`config.mk`:
```
export PLATFORM = sky130hd
export DESIGN_NAME = pipeline_stall_ctrl_flat
export DESIGN_NICKNAME = d
export VERILOG_FILES = /design/src/rtl/pipeline_stall_ctrl_pkg.sv /design/src/rtl/pipeline_stall_ctrl_if.sv /design/src/rtl/pipeline_stall_ctrl_sat_counter.sv /design/src/rtl/pipeline_stall_ctrl.sv /design/src/flat_wrapper.sv
export SDC_FILE = /design/constraint.sdc
export NUM_CORES = 1
export LEC_CHECK = 0
export BUFFER_PORTS_ARGS = -buffer_cell sky130_fd_sc_hd__buf_2
export CORE_ASPECT_RATIO = 0.6
export CORE_MARGIN = 2
export CORE_UTILIZATION = 42
export DETAILED_ROUTE_END_ITERATION = 8
export PLACE_DENSITY = 0.8
export SYNTH_ARGS = -nofsm -noshare
export SYNTH_HDL_FRONTEND = slang
export SYNTH_HIERARCHICAL = 1
export SYNTH_SLANG_ARGS = --single-unit
```
`constraint.sdc`:
```
create_clock -name clk -period 2.45 [get_ports clk]
set_clock_uncertainty 0.1 [all_clocks]
set_input_delay 0.6125 -clock clk [delete_from_list [all_inputs] [get_ports clk]]
set_output_delay 0.6125 -clock clk [all_outputs]
set_load 0.005 [all_outputs]
```
`src/rtl/pipeline_stall_ctrl_pkg.sv`:
```
// rtl/pipeline_stall_ctrl_pkg.sv - shared types and constants for the stall controller
package pipeline_pkg;

  typedef enum logic [1:0] {
    RUN        = 2'd0,
    LOAD_STALL = 2'd1,
    IMEM_WAIT  = 2'd2
  } stall_state_e;

  localparam logic [4:0]  REG_ZERO  = 5'd0;
  localparam logic [31:0] NOP_INSTR = 32'h0;

  // Word the IF/ID register captures for a given flush decision.
  function automatic logic [31:0] if_id_word(input logic flush, input logic [31:0] fetched);
    return flush ? NOP_INSTR : fetched;
  endfunction

endpackage

```
`src/rtl/pipeline_stall_ctrl_if.sv`:
```
// rtl/pipeline_stall_ctrl_if.sv - hazard inputs and pipeline control outputs of the stall controller
interface pipeline_stall_ctrl_if;
  logic        MemRead_EX;
  logic [4:0]  rt_EX;
  logic [4:0]  rs_ID;
  logic [4:0]  rt_ID;
  logic        branch_taken;
  logic        imem_ready;
  logic        PC_write;
  logic        IF_ID_write;
  logic        IF_ID_flush;
  logic        ID_EX_bubble;
  logic        imem_timeout;
  logic [15:0] stall_cycles;
  logic [15:0] flush_count;

  modport master (
    output MemRead_EX, rt_EX, rs_ID, rt_ID, branch_taken, imem_ready,
    input  PC_write, IF_ID_write, IF_ID_flush, ID_EX_bubble, imem_timeout,
    input  stall_cycles, flush_count
  );

  modport slave (
    input  MemRead_EX, rt_EX, rs_ID, rt_ID, branch_taken, imem_ready,
    output PC_write, IF_ID_write, IF_ID_flush, ID_EX_bubble, imem_timeout,
    output stall_cycles, flush_count
  );
endinterface

```
`src/rtl/pipeline_stall_ctrl_sat_counter.sv`:
```
// rtl/pipeline_stall_ctrl_sat_counter.sv - 16-bit saturating event counter, async active-low clear
// Only built with PIPELINE_STALL_CTRL_PERF_EN, the sole configuration that instantiates it.
`ifdef PIPELINE_STALL_CTRL_PERF_EN
module sat_counter (
  input  logic        clk,
  input  logic        clr_n,
  input  logic        en,
  output logic [15:0] count
);
  logic [15:0] count_q;
  logic [15:0] count_d;

  always_comb begin
    count_d = count_q;
    if (en && (count_q != 16'hFFFF)) begin
      count_d = count_q + 16'd1;
    end
  end

  always_ff @(posedge clk or negedge clr_n) begin
    if (!clr_n) begin
      count_q <= '0;
    end else begin
      count_q <= count_d;
    end
  end

  assign count = count_q;
endmodule
`endif

```
`src/rtl/pipeline_stall_ctrl.sv`:
```
// rtl/pipeline_stall_ctrl.sv - load-use / branch / imem-wait stall controller with Mealy outputs
// Perf counters are built only with PIPELINE_STALL_CTRL_PERF_EN defined.
module pipeline_stall_ctrl
  import pipeline_pkg::*;
#(
  parameter int LOAD_LAT     = 1,
  parameter int IMEM_TIMEOUT = 255
) (
  input  logic                 clk,
  input  logic                 rst_n,
  pipeline_stall_ctrl_if.slave bus
);
  localparam logic [1:0]  LOAD_INIT     = 2'(LOAD_LAT - 1);
  localparam logic [15:0] TIMEOUT_LIMIT = 16'(IMEM_TIMEOUT);

  stall_state_e state_q, state_d;
  logic [1:0]   load_cnt_q, load_cnt_d;
  logic [15:0]  wait_cnt_q, wait_cnt_d;
  logic         timeout_q, timeout_d;
  logic         hazard;
  logic         pc_write, if_id_write, if_id_flush, id_ex_bubble;

  assign hazard = bus.MemRead_EX && (bus.rt_EX != REG_ZERO) &&
                  ((bus.rt_EX == bus.rs_ID) || (bus.rt_EX == bus.rt_ID));

  // Every branch falls back to RUN with cleared counters unless it says otherwise.
  always_comb begin
    state_d      = RUN;
    load_cnt_d   = '0;
    wait_cnt_d   = '0;
    timeout_d    = timeout_q;
    pc_write     = 1'b1;
    if_id_write  = 1'b1;
    if_id_flush  = 1'b0;
    id_ex_bubble = 1'b0;
    if (bus.branch_taken) begin
      if_id_flush  = 1'b1;
      id_ex_bubble = 1'b1;
    end else if (!bus.imem_ready) begin
      pc_write    = 1'b0;
      if_id_flush = 1'b1;
      state_d     = IMEM_WAIT;
      wait_cnt_d  = (wait_cnt_q == 16'hFFFF) ? wait_cnt_q : wait_cnt_q + 16'd1;
      if (wait_cnt_d >= TIMEOUT_LIMIT) begin
        timeout_d = 1'b1;
      end
    end else if (state_q == LOAD_STALL) begin
      pc_write     = 1'b0;
      if_id_write  = 1'b0;
      id_ex_bubble = 1'b1;
      if (load_cnt_q != 2'd1) begin
        state_d    = LOAD_STALL;
        load_cnt_d = load_cnt_q - 2'd1;
      end
    end else if (hazard) begin
      pc_write     = 1'b0;
      if_id_write  = 1'b0;
      id_ex_bubble = 1'b1;
      if (LOAD_LAT > 1) begin
        state_d    = LOAD_STALL;
        load_cnt_d = LOAD_INIT;
      end
    end
  end

  always_ff @(posedge clk or negedge rst_n) begin
    if (!rst_n) begin
      state_q    <= RUN;
      load_cnt_q <= '0;
      wait_cnt_q <= '0;
      timeout_q  <= 1'b0;
    end else begin
      state_q    <= state_d;
      load_cnt_q <= load_cnt_d;
      wait_cnt_q <= wait_cnt_d;
      timeout_q  <= timeout_d;
    end
  end

  // Reset forces every control output low, overriding the RUN defaults.
  assign bus.PC_write     = rst_n & pc_write;
  assign bus.IF_ID_write  = rst_n & if_id_write;
  assign bus.IF_ID_flush  = rst_n & if_id_flush;
  assign bus.ID_EX_bubble = rst_n & id_ex_bubble;
  assign bus.imem_timeout = timeout_q;

`ifdef PIPELINE_STALL_CTRL_PERF_EN
  sat_counter u_stall_cnt (
    .clk   (clk),
    .clr_n (rst_n),
    .en    (rst_n & ~pc_write),
    .count (bus.stall_cycles)
  );

  sat_counter u_flush_cnt (
    .clk   (clk),
    .clr_n (rst_n),
    .en    (rst_n & if_id_flush),
    .count (bus.flush_count)
  );
`else
  assign bus.stall_cycles = 16'd0;
  assign bus.flush_count  = 16'd0;
`endif
endmodule

```
`src/flat_wrapper.sv`:
```
// flat-port wrapper written by rule: the top's interface ports become plain ports
module pipeline_stall_ctrl_flat import pipeline_pkg::*;
#(
  parameter int LOAD_LAT     = 1,
  parameter int IMEM_TIMEOUT = 255
)
  (clk, rst_n, bus_MemRead_EX, bus_rt_EX, bus_rs_ID, bus_rt_ID, bus_branch_taken, bus_imem_ready, bus_PC_write, bus_IF_ID_write, bus_IF_ID_flush, bus_ID_EX_bubble, bus_imem_timeout, bus_stall_cycles, bus_flush_count);
  pipeline_stall_ctrl_if bus_i ();
  input  logic clk;
  input  logic rst_n;
  input wire logic [$bits(bus_i.MemRead_EX)-1:0] bus_MemRead_EX;
  input wire logic [$bits(bus_i.rt_EX)-1:0] bus_rt_EX;
  input wire logic [$bits(bus_i.rs_ID)-1:0] bus_rs_ID;
  input wire logic [$bits(bus_i.rt_ID)-1:0] bus_rt_ID;
  input wire logic [$bits(bus_i.branch_taken)-1:0] bus_branch_taken;
  input wire logic [$bits(bus_i.imem_ready)-1:0] bus_imem_ready;
  output wire logic [$bits(bus_i.PC_write)-1:0] bus_PC_write;
  output wire logic [$bits(bus_i.IF_ID_write)-1:0] bus_IF_ID_write;
  output wire logic [$bits(bus_i.IF_ID_flush)-1:0] bus_IF_ID_flush;
  output wire logic [$bits(bus_i.ID_EX_bubble)-1:0] bus_ID_EX_bubble;
  output wire logic [$bits(bus_i.imem_timeout)-1:0] bus_imem_timeout;
  output wire logic [$bits(bus_i.stall_cycles)-1:0] bus_stall_cycles;
  output wire logic [$bits(bus_i.flush_count)-1:0] bus_flush_count;
  assign bus_i.MemRead_EX = bus_MemRead_EX;
  assign bus_i.rt_EX = bus_rt_EX;
  assign bus_i.rs_ID = bus_rs_ID;
  assign bus_i.rt_ID = bus_rt_ID;
  assign bus_i.branch_taken = bus_branch_taken;
  assign bus_i.imem_ready = bus_imem_ready;
  assign bus_PC_write = bus_i.PC_write;
  assign bus_IF_ID_write = bus_i.IF_ID_write;
  assign bus_IF_ID_flush = bus_i.IF_ID_flush;
  assign bus_ID_EX_bubble = bus_i.ID_EX_bubble;
  assign bus_imem_timeout = bus_i.imem_timeout;
  assign bus_stall_cycles = bus_i.stall_cycles;
  assign bus_flush_count = bus_i.flush_count;
  pipeline_stall_ctrl #(.LOAD_LAT(LOAD_LAT), .IMEM_TIMEOUT(IMEM_TIMEOUT)) u_core (.clk(clk), .rst_n(rst_n), .bus(bus_i));
endmodule
```
==> summary.md, run 1 <==
Synthesis
• **EDFF count, synth** 0
• **sequential-to-total area share from yosys stat** 31.0%
• **post-synthesis instance area** 1700 um2
• **Avg Cell Area, Syn** 8.75 um2
• **Distinct cells, synth** 45
• **number of synthesized register bits** 21
• **largest cells by area after synthesis** sky130_fd_sc_hd__dfrtp_1 (31%), sky130_fd_sc_hd__buf_4 (15%), sky130_fd_sc_hd__xor2_1 (8.3%)
• **top cell type by total area after synthesis** sky130_fd_sc_hd__dfrtp_1
• **main flop type after synthesis** sky130_fd_sc_hd__dfrtp_1
• **fraction of synthesized cell area taken by the top area cell type** 31.0%
• **count of synthesis-stage warnings from yosys** 6
• **share of async-settable or async-resettable flops after synthesis** 100%
• **Post-Syn Instances** 194

GRT
• **number of antenna violations at the first check in global routing** 0
• **Global Route met1 Usage** 25.2%
• **via count of the first global-routing pass** 1188
• **GR Layer Usage met2** 24.0%
• **met3 usage** 5.62%
• **overall overflow remaining after global route** 0
• **largest net degree at the start of global routing** 17
• **layer with the highest usage after global routing** met1
• **wire length of the first global-routing pass** 5950 um
• **global routing usage summed across all routing layers** 17.3%

Placed design
• **# port buffers** 24
• **post-DP HPWL** 2770 um
• **Post-Place Cells** 261
• **cell area reported after detailed placement** 1730 um2
• **placer congestion estimate** 0.924

Power
• **standby leakage power** 0.854 nW
• **power density over the cells** 372 nW/um2
• **peak ir drop on the vdd network** 0.000228 V
• **overall power consumption** 0.688 mW

Detailed routing
• **wire length after detailed routing** 3810 um
• **Vias** 1385
• **antenna violation net count after detailed routing** 0
• **number of design rule violations left after detail routing** 0
• **detailed-route vias per instance** 5.21
• **number of iterations in the first detailed-routing pass** 4
• **Avg WL per Cell** 14.3 um
• **drt initial violations** 189

Worst setup path
• **combined buffer and inverter count along the critical path** 2
• **cell chain of the critical path** buf_2 > xor2_1 > nor3_2 > a22oi_2 > o21ai_2 > nor2_1 > o21a_1 > buf_2
• **gate family responsible for the most delay along the worst path** compound AO/OA/AOI/OAI gates
• **cell mode on critical path** sky130_fd_sc_hd__buf_2
• **element type at the critical path start** primary input
• **Worst EP arrival** 1.82 ns
• **slack of the worst reg-to-reg path** 0.12 ns
• **Max stage delay cell, worst path** sky130_fd_sc_hd__nor3_2
• **Critical Path Max Stage Delay** 0.23 ns
• **critical path start-end classification** primary input to primary output
• **largest fanout on the critical path** 3
• **category of the worst setup path capture point** primary output
• **CP Data Required Time** 1.74 ns

CTS
• **buffers from clock root to sink, at most** 2
• **clock-pin slew of the registers on the worst-case setup and hold paths** 0.08 ns
• **maximum level of the CTS H-tree** 1
• **Clock Latency Late Sink** 0.27 ns
• **CTS tree** built
• **# clock sinks** 21
• **Post-CTS Hold Fix Bufs** 0
• **clock tree root buffer cell** sky130_fd_sc_hd__clkbuf_8
• **TritonCTS Buffers** 3

Timing
• **normalized max-slew margin** 65.6%
• **maximum clock frequency** 395 MHz
• **final clock period utilization by the worst path** 103%
• **Final setup viols** 3
• **Final Hold Vio Count** 0
• **minimum clock period** 2.53 ns
• **worst hold slack** 0.0983 ns
• **slew at the pin closest to its max-slew limit** 0.512 ns
• **setup TNS after final layout** -0.163 ns
• **RSZ-0062 raised after global routing** true
• **final setup margin** -0.0838 ns
• **number of max-slew violations in the final report** 0

Final layout
• **# fillers** 353
• **number of antenna diodes** 0
• **# nets final** 242
• **layout cells sized above 1** 24.7%
• **total non-filler cell area in the finished layout** 1850 um2
• **number of standard cells in the layout, taps in and fillers out** 266
• **synth-to-layout area growth** 9.07%

Floorplan
• **placement row count** 17
• **I/O pins** 57
• **Die H** 53.2 um
• **die outline area** 4580 um2
• **core region area** 3760 um2
• **die width** 86.1 um
• **effective utilization at floorplan** 45.1%

Job
• **maxcap violations** 0

Hold path
• **path category of the worst min-delay check** primary input to asynchronous set/reset pin

Run status
• **result of the run** complete, but fails checks
• **failing checks** setup timing

[kinds of logic after synthesis]
| family | Yosys count | synth area share, % |
|---|---|---|
| AND/OR/NAND/NOR | 75 | 24.4 |
| buffers and inverters | 48 | 19.8 |
| XOR/XNOR | 22 | 11.4 |
| flip-flops | 21 | 31.0 |
| AO/OA/AOI/OAI | 20 | 8.70 |
| multiplexers | 5 | 3.02 |
| adder cells (fa/ha/maj) | 2 | 1.47 |
| other | 1 | 0.221 |
[what timing repair did]
action	4_1_cts	5_1_grt
resized for setup	10	8
setup buffers	1	0
pin swaps	4	5
setup endpoints to repair	3	3
[layout make-up]
type	instances	area, um2	share of cell area (%)
flip-flops and latches	21	526	28.4
repair buffers	32	196	10.6
clock inverters	1	5.00	0.270
multi-input cells	156	1000	54.1
well taps	47	58.8	3.18
clock buffers	3	41.3	2.23
inverters	6	22.5	1.22
[routing by layer]
metal,up-vias,wire length (um)
met5,-,0
met4,0,51
met3,8,297
met2,79,1600
met1,644,1870
li1,654,-
[worst paths after layout]
check,from,endpoint,depth (start not counted)
max,bus_rt_EX[4],bus_PC_write,8
min,rst_n,u_core/load_cnt_q[1],1
max reg2reg,u_core/wait_cnt_q[5],u_core/bus.imem_timeout,6
min reg2reg,u_core/load_cnt_q[0],u_core/load_cnt_q[0],1
max in group asynchronous,rst_n,u_core/load_cnt_q[0],2
min in group clk,u_core/load_cnt_q[0],u_core/load_cnt_q[0],1
[state kept, by name, indices dropped and copies added (netlist names)]
register	cells
u_core/bus.imem_timeout	1
u_core/state_q	2
u_core/load_cnt_q	2
u_core/wait_cnt_q	16
[synthesized netlist by cell type (2+ instances only)]
| master | n |
|---|---|
| sky130_fd_sc_hd__ha_1 | 2 |
| sky130_fd_sc_hd__mux2i_1 | 4 |
| sky130_fd_sc_hd__nand2_1 | 8 |
| sky130_fd_sc_hd__a21oi_1 | 3 |
| sky130_fd_sc_hd__inv_1 | 6 |
| sky130_fd_sc_hd__nand4_1 | 8 |
| sky130_fd_sc_hd__a21boi_0 | 2 |
| sky130_fd_sc_hd__nand2b_1 | 4 |
| sky130_fd_sc_hd__nor4_1 | 2 |
| sky130_fd_sc_hd__buf_2 | 2 |
| sky130_fd_sc_hd__dfrtp_1 | 21 |
| sky130_fd_sc_hd__nand3_1 | 9 |
| sky130_fd_sc_hd__clkbuf_1 | 2 |
| sky130_fd_sc_hd__and2_1 | 3 |
| sky130_fd_sc_hd__nor2_1 | 23 |
| sky130_fd_sc_hd__o21ai_0 | 4 |
| sky130_fd_sc_hd__buf_6 | 3 |
| sky130_fd_sc_hd__buf_4 | 35 |
| sky130_fd_sc_hd__and4_1 | 3 |
| sky130_fd_sc_hd__xnor2_1 | 6 |
| sky130_fd_sc_hd__xor2_1 | 16 |
| sky130_fd_sc_hd__nor3_1 | 5 |
[where the power goes]
| part | internal [mW] | switching [mW] |
|---|---|---|
| registers | 0.349 | 0.00266 |
| clock network | 0.113 | 0.120 |
| logic | 0.0410 | 0.0622 |
[through the flow]
| step | utilization (%) | setup slack (ns) |
|---|---|---|
| after detailed placement | 46.0 | -0.133 |
| final | 49.2 | -0.0838 |
| after CTS | 48.1 | -0.0453 |
| after floorplan | - | 0.161 |
| after global routing | 49.2 | -0.128 |
| after global placement | 46.0 | -0.123 |
[layout by cell type (no fill, tap or decap), types with 2 or more instances in the layout]
cell,n
sky130_fd_sc_hd__o21ai_2,2
sky130_fd_sc_hd__and4_1,3
sky130_fd_sc_hd__nand4_1,8
sky130_fd_sc_hd__clkbuf_8,3
sky130_fd_sc_hd__inv_1,6
sky130_fd_sc_hd__mux2i_1,4
sky130_fd_sc_hd__nand2b_1,4
sky130_fd_sc_hd__nor2_1,21
sky130_fd_sc_hd__xnor2_1,6
sky130_fd_sc_hd__and2_1,3
sky130_fd_sc_hd__ha_1,2
sky130_fd_sc_hd__nor4_1,2
sky130_fd_sc_hd__conb_1,32
sky130_fd_sc_hd__xor2_2,2
sky130_fd_sc_hd__nor2_2,2
sky130_fd_sc_hd__nor3_2,2
sky130_fd_sc_hd__nand2_1,8
sky130_fd_sc_hd__xor2_1,14
sky130_fd_sc_hd__a21oi_1,2
sky130_fd_sc_hd__dfrtp_1,21
sky130_fd_sc_hd__buf_4,8
sky130_fd_sc_hd__nand3_1,9
sky130_fd_sc_hd__o21ai_0,2
sky130_fd_sc_hd__buf_2,22
sky130_fd_sc_hd__nor3_1,3
Power figures use the tool's default switching activity.
==> run 2: changes to the inputs <==
CELL_PAD_IN_SITES_DETAIL_PLACEMENT = 1   (was unset)
CELL_PAD_IN_SITES_GLOBAL_PLACEMENT = 1   (was unset)
CORE_UTILIZATION = 37   (was 42)
GPL_TIMING_DRIVEN = 0   (was unset)
PLACE_DENSITY = 0.91   (was 0.8)
==> run 2 against run 1 <==
Against the previous run:
- the run still ends with setup timing left
- register-to-register slack barely moved
- core utilization fell by 1.4 points
- clock power rose by 3%
- routed wire length rose by 22%
- final cell count rose by 20%
- worst setup slack got worse by 0.0039 ns
- largest cell class unchanged
==> summary.md, run 2 (synthesis results as in run 1) <==
CTS
• **CTS tree** built, unchanged
• **clock-pin slew of the registers on the worst-case setup and hold paths** 0.08 ns, about the same
• **# clock sinks** 21, unchanged
• **Clock Latency Late Sink** 0.27 ns, about the same
• **maximum level of the CTS H-tree** 1, unchanged
• **buffers from clock root to sink, at most** 2, unchanged
• **TritonCTS Buffers** 3, unchanged
• **clock tree root buffer cell** sky130_fd_sc_hd__clkbuf_8, unchanged

Floorplan
• **die outline area** 5160 um2, was 4580 um2
• **die width** 91.4 um, was 86.1 um
• **core region area** 4490 um2, was 3760 um2
• **placement row count** 19, was 17
• **Die H** 56.5 um, was 53.2 um
• **I/O pins** 57, unchanged
• **effective utilization at floorplan** 37.8%, was 45.1%

Detailed routing
• **number of iterations in the first detailed-routing pass** 4, unchanged
• **Vias** 1503, was 1385
• **antenna violation net count after detailed routing** 0, unchanged
• **detailed-route vias per instance** 4.73, was 5.21
• **wire length after detailed routing** 4640 um, was 3810 um
• **number of design rule violations left after detail routing** 0, unchanged
• **Avg WL per Cell** 14.6 um, was 14.3 um
• **drt initial violations** 65, was 189

Worst setup path
• **critical path start-end classification** primary input to primary output, unchanged
• **beginning of the worst register-to-register path** u_core/wait_cnt_q[6], was u_core/wait_cnt_q[5]
• **Worst EP arrival** 1.83 ns, was 1.82 ns
• **element type at the critical path start** primary input, unchanged
• **largest fanout on the critical path** 3, unchanged
• **worst r2r path cells** 7, was 6
• **Worst setup startpoint** bus_rt_EX[3], was bus_rt_EX[4]
• **CP Data Required Time** 1.74 ns, about the same
• **critical register-to-register path endpoint** u_core/bus.imem_timeout, unchanged
• **worst setup path endpoint** bus_PC_write, unchanged
• **slack of the worst reg-to-reg path** 0.13 ns, was 0.12 ns
• **category of the worst setup path capture point** primary output, unchanged

Job
• **maxcap violations** 0, unchanged

Final layout
• **layout cells sized above 1** 34.5%, was 24.7%
• **Largest register FFs** 16, unchanged
• **# nets final** 278, was 242
• **share of the core filled with cells** 47.8%, was 49.2%
• **most frequent standard cell in the layout excluding fill and tap cells** sky130_fd_sc_hd__buf_4, was sky130_fd_sc_hd__conb_1
• **number of antenna diodes** 0, unchanged
• **top flop regs** u_core/wait_cnt_q: 16 flops, u_core/load_cnt_q: 2 flops, u_core/state_q: 2 flops, unchanged
• **register containing the most flip-flops in the final layout** u_core/wait_cnt_q, unchanged
• **synth-to-layout area growth** 26.5%, was 9.07%
• **most used cells in the layout excluding fill and tap cells** sky130_fd_sc_hd__buf_4 (37), sky130_fd_sc_hd__conb_1 (32), sky130_fd_sc_hd__buf_2 (23), was sky130_fd_sc_hd__conb_1 (32), sky130_fd_sc_hd__buf_2 (22), sky130_fd_sc_hd__nor2_1 (21), sky130_fd_sc_hd__dfrtp_1 (21), sky130_fd_sc_hd__xor2_1 (14)
• **total non-filler cell area in the finished layout** 2150 um2, was 1850 um2

Timing
• **number of max-slew violations in the final report** 0, unchanged
• **final clock period utilization by the worst path** 104%, was 103%
• **Final setup viols** 3, unchanged
• **normalized max-slew margin** 64.0%, was 65.6%
• **minimum clock period** 2.54 ns, was 2.53 ns
• **final setup margin** -0.0877 ns, was -0.0838 ns
• **RSZ-0062 raised after global routing** true, unchanged
• **maximum clock frequency** 394 MHz, was 395 MHz
• **Final Hold Vio Count** 0, unchanged
• **slew at the pin closest to its max-slew limit** 0.539 ns, was 0.512 ns

Placed design
• **# port buffers** 24, unchanged
• **worst setup slack before clock tree synthesis** -0.250 ns, was -0.133 ns
• **placer congestion estimate** 0.894, was 0.924
• **post-DP HPWL** 3510 um, was 2770 um
• **cell area reported after detailed placement** 2010 um2, was 1730 um2

Power
• **reported net switching power** 0.197 mW, was 0.185 mW
• **clock network fraction of design power** 32.7%, was 33.9%
• **Gate power share** 19.3%, was 15.0%
• **internal portion of total power** 0.535 mW, was 0.503 mW
• **power density over the cells** 341 nW/um2, was 372 nW/um2
• **peak ir drop on the vdd network** 0.000171 V, was 0.000228 V
• **share of total power consumed by net switching** 26.9%, was 26.8%
• **standby leakage power** 1.04 nW, was 0.854 nW
• **sequential share of power** 48.0%, was 51.1%

GRT
• **via count of the first global-routing pass** 1446, was 1188
• **largest net degree at the start of global routing** 26, was 17
• **wire length of the first global-routing pass** 7180 um, was 5950 um
• **global routing usage summed across all routing layers** 17.6%, was 17.3%
• **overall overflow remaining after global route** 0, unchanged
• **number of antenna violations at the first check in global routing** 0, unchanged

Run status
• **result of the run** complete, but fails checks, unchanged
• **failing checks** setup timing, unchanged

Hold path
• **path category of the worst min-delay check** primary input to asynchronous set/reset pin, unchanged

## run 2: repair_timing
action	4_1_cts	5_1_grt
endpoints found under the setup margin	3	4
gates resized for setup	10	10
hold buffers	0	0
setup buffers	1	1
pin swaps	4	4
## run 2: layout make-up
type / instances / area, um2
fill: 551 / 2350
sequential: 21 / 526
clock buffer: 3 / 41.3
multi-input combinational: 156 / 998
timing repair buffer: 26 / 158
clock inverter: 1 / 7.51
buffer: 42 / 314
tap: 63 / 78.8
inverter: 6 / 22.5
## run 2: worst min-delay path by stage
stage,from,end,slack [ns],cells past startpoint
floorplan,rst_n,u_core/bus.imem_timeout,0.22,0
global placement,u_core/load_cnt_q[0],u_core/load_cnt_q[0],0.33,1
detailed placement,u_core/load_cnt_q[0],u_core/load_cnt_q[0],0.35,1
CTS,rst_n,u_core/wait_cnt_q[4],0.24,1
global route,rst_n,u_core/state_q[1],0.24,1
finish,rst_n,u_core/wait_cnt_q[4],0.22,1
## run 2: power by group through the flow
stage	registers [mW]	clock network (mW)	logic, mW
after floorplan	0.357	0	0.0801
after global placement	0.358	0	0.117
after detailed placement	0.358	0	0.122
after CTS	0.351	0.247	0.128
after global routing	0.351	0.264	0.153
final	0.351	0.239	0.141
## run 2: critical path, cell delays in order
cell	delay, ns
sky130_fd_sc_hd__buf_8	0.10
sky130_fd_sc_hd__buf_6	0.12
sky130_fd_sc_hd__xor2_2	0.17
sky130_fd_sc_hd__nor2_2	0.15
sky130_fd_sc_hd__a22oi_2	0.10
sky130_fd_sc_hd__o21ai_2	0.23
sky130_fd_sc_hd__nor2_1	0.06
sky130_fd_sc_hd__o21a_1	0.16
sky130_fd_sc_hd__buf_2	0.12
## run 2: per-stage QoR
stage	hold WS, ns	TNS [ns]	cells	power [mW]
2_1_floorplan	0.217	0	225	0.438
5_1_grt	0.243	-0.375	318	0.769
3_3_place_gp	0.334	-0.480	312	0.474
6_report	0.218	-0.235	318	0.732
3_5_place_dp	0.354	-0.685	312	0.480
4_1_cts	0.236	-0.214	317	0.726
## run 2: metal layers
metal / part of all wire (%) / vias to the layer above / GRT usage [%] / routed length, um
met3: 4.4 / 4 / 4.30 / 202
li1: - / 719 / - / -
met4: 0.71 / 0 / 3.68 / 33
met1: 49 / 742 / 25.4 / 2260
met5: 0 / - / 0 / 0
met2: 46 / 38 / 26.8 / 2150
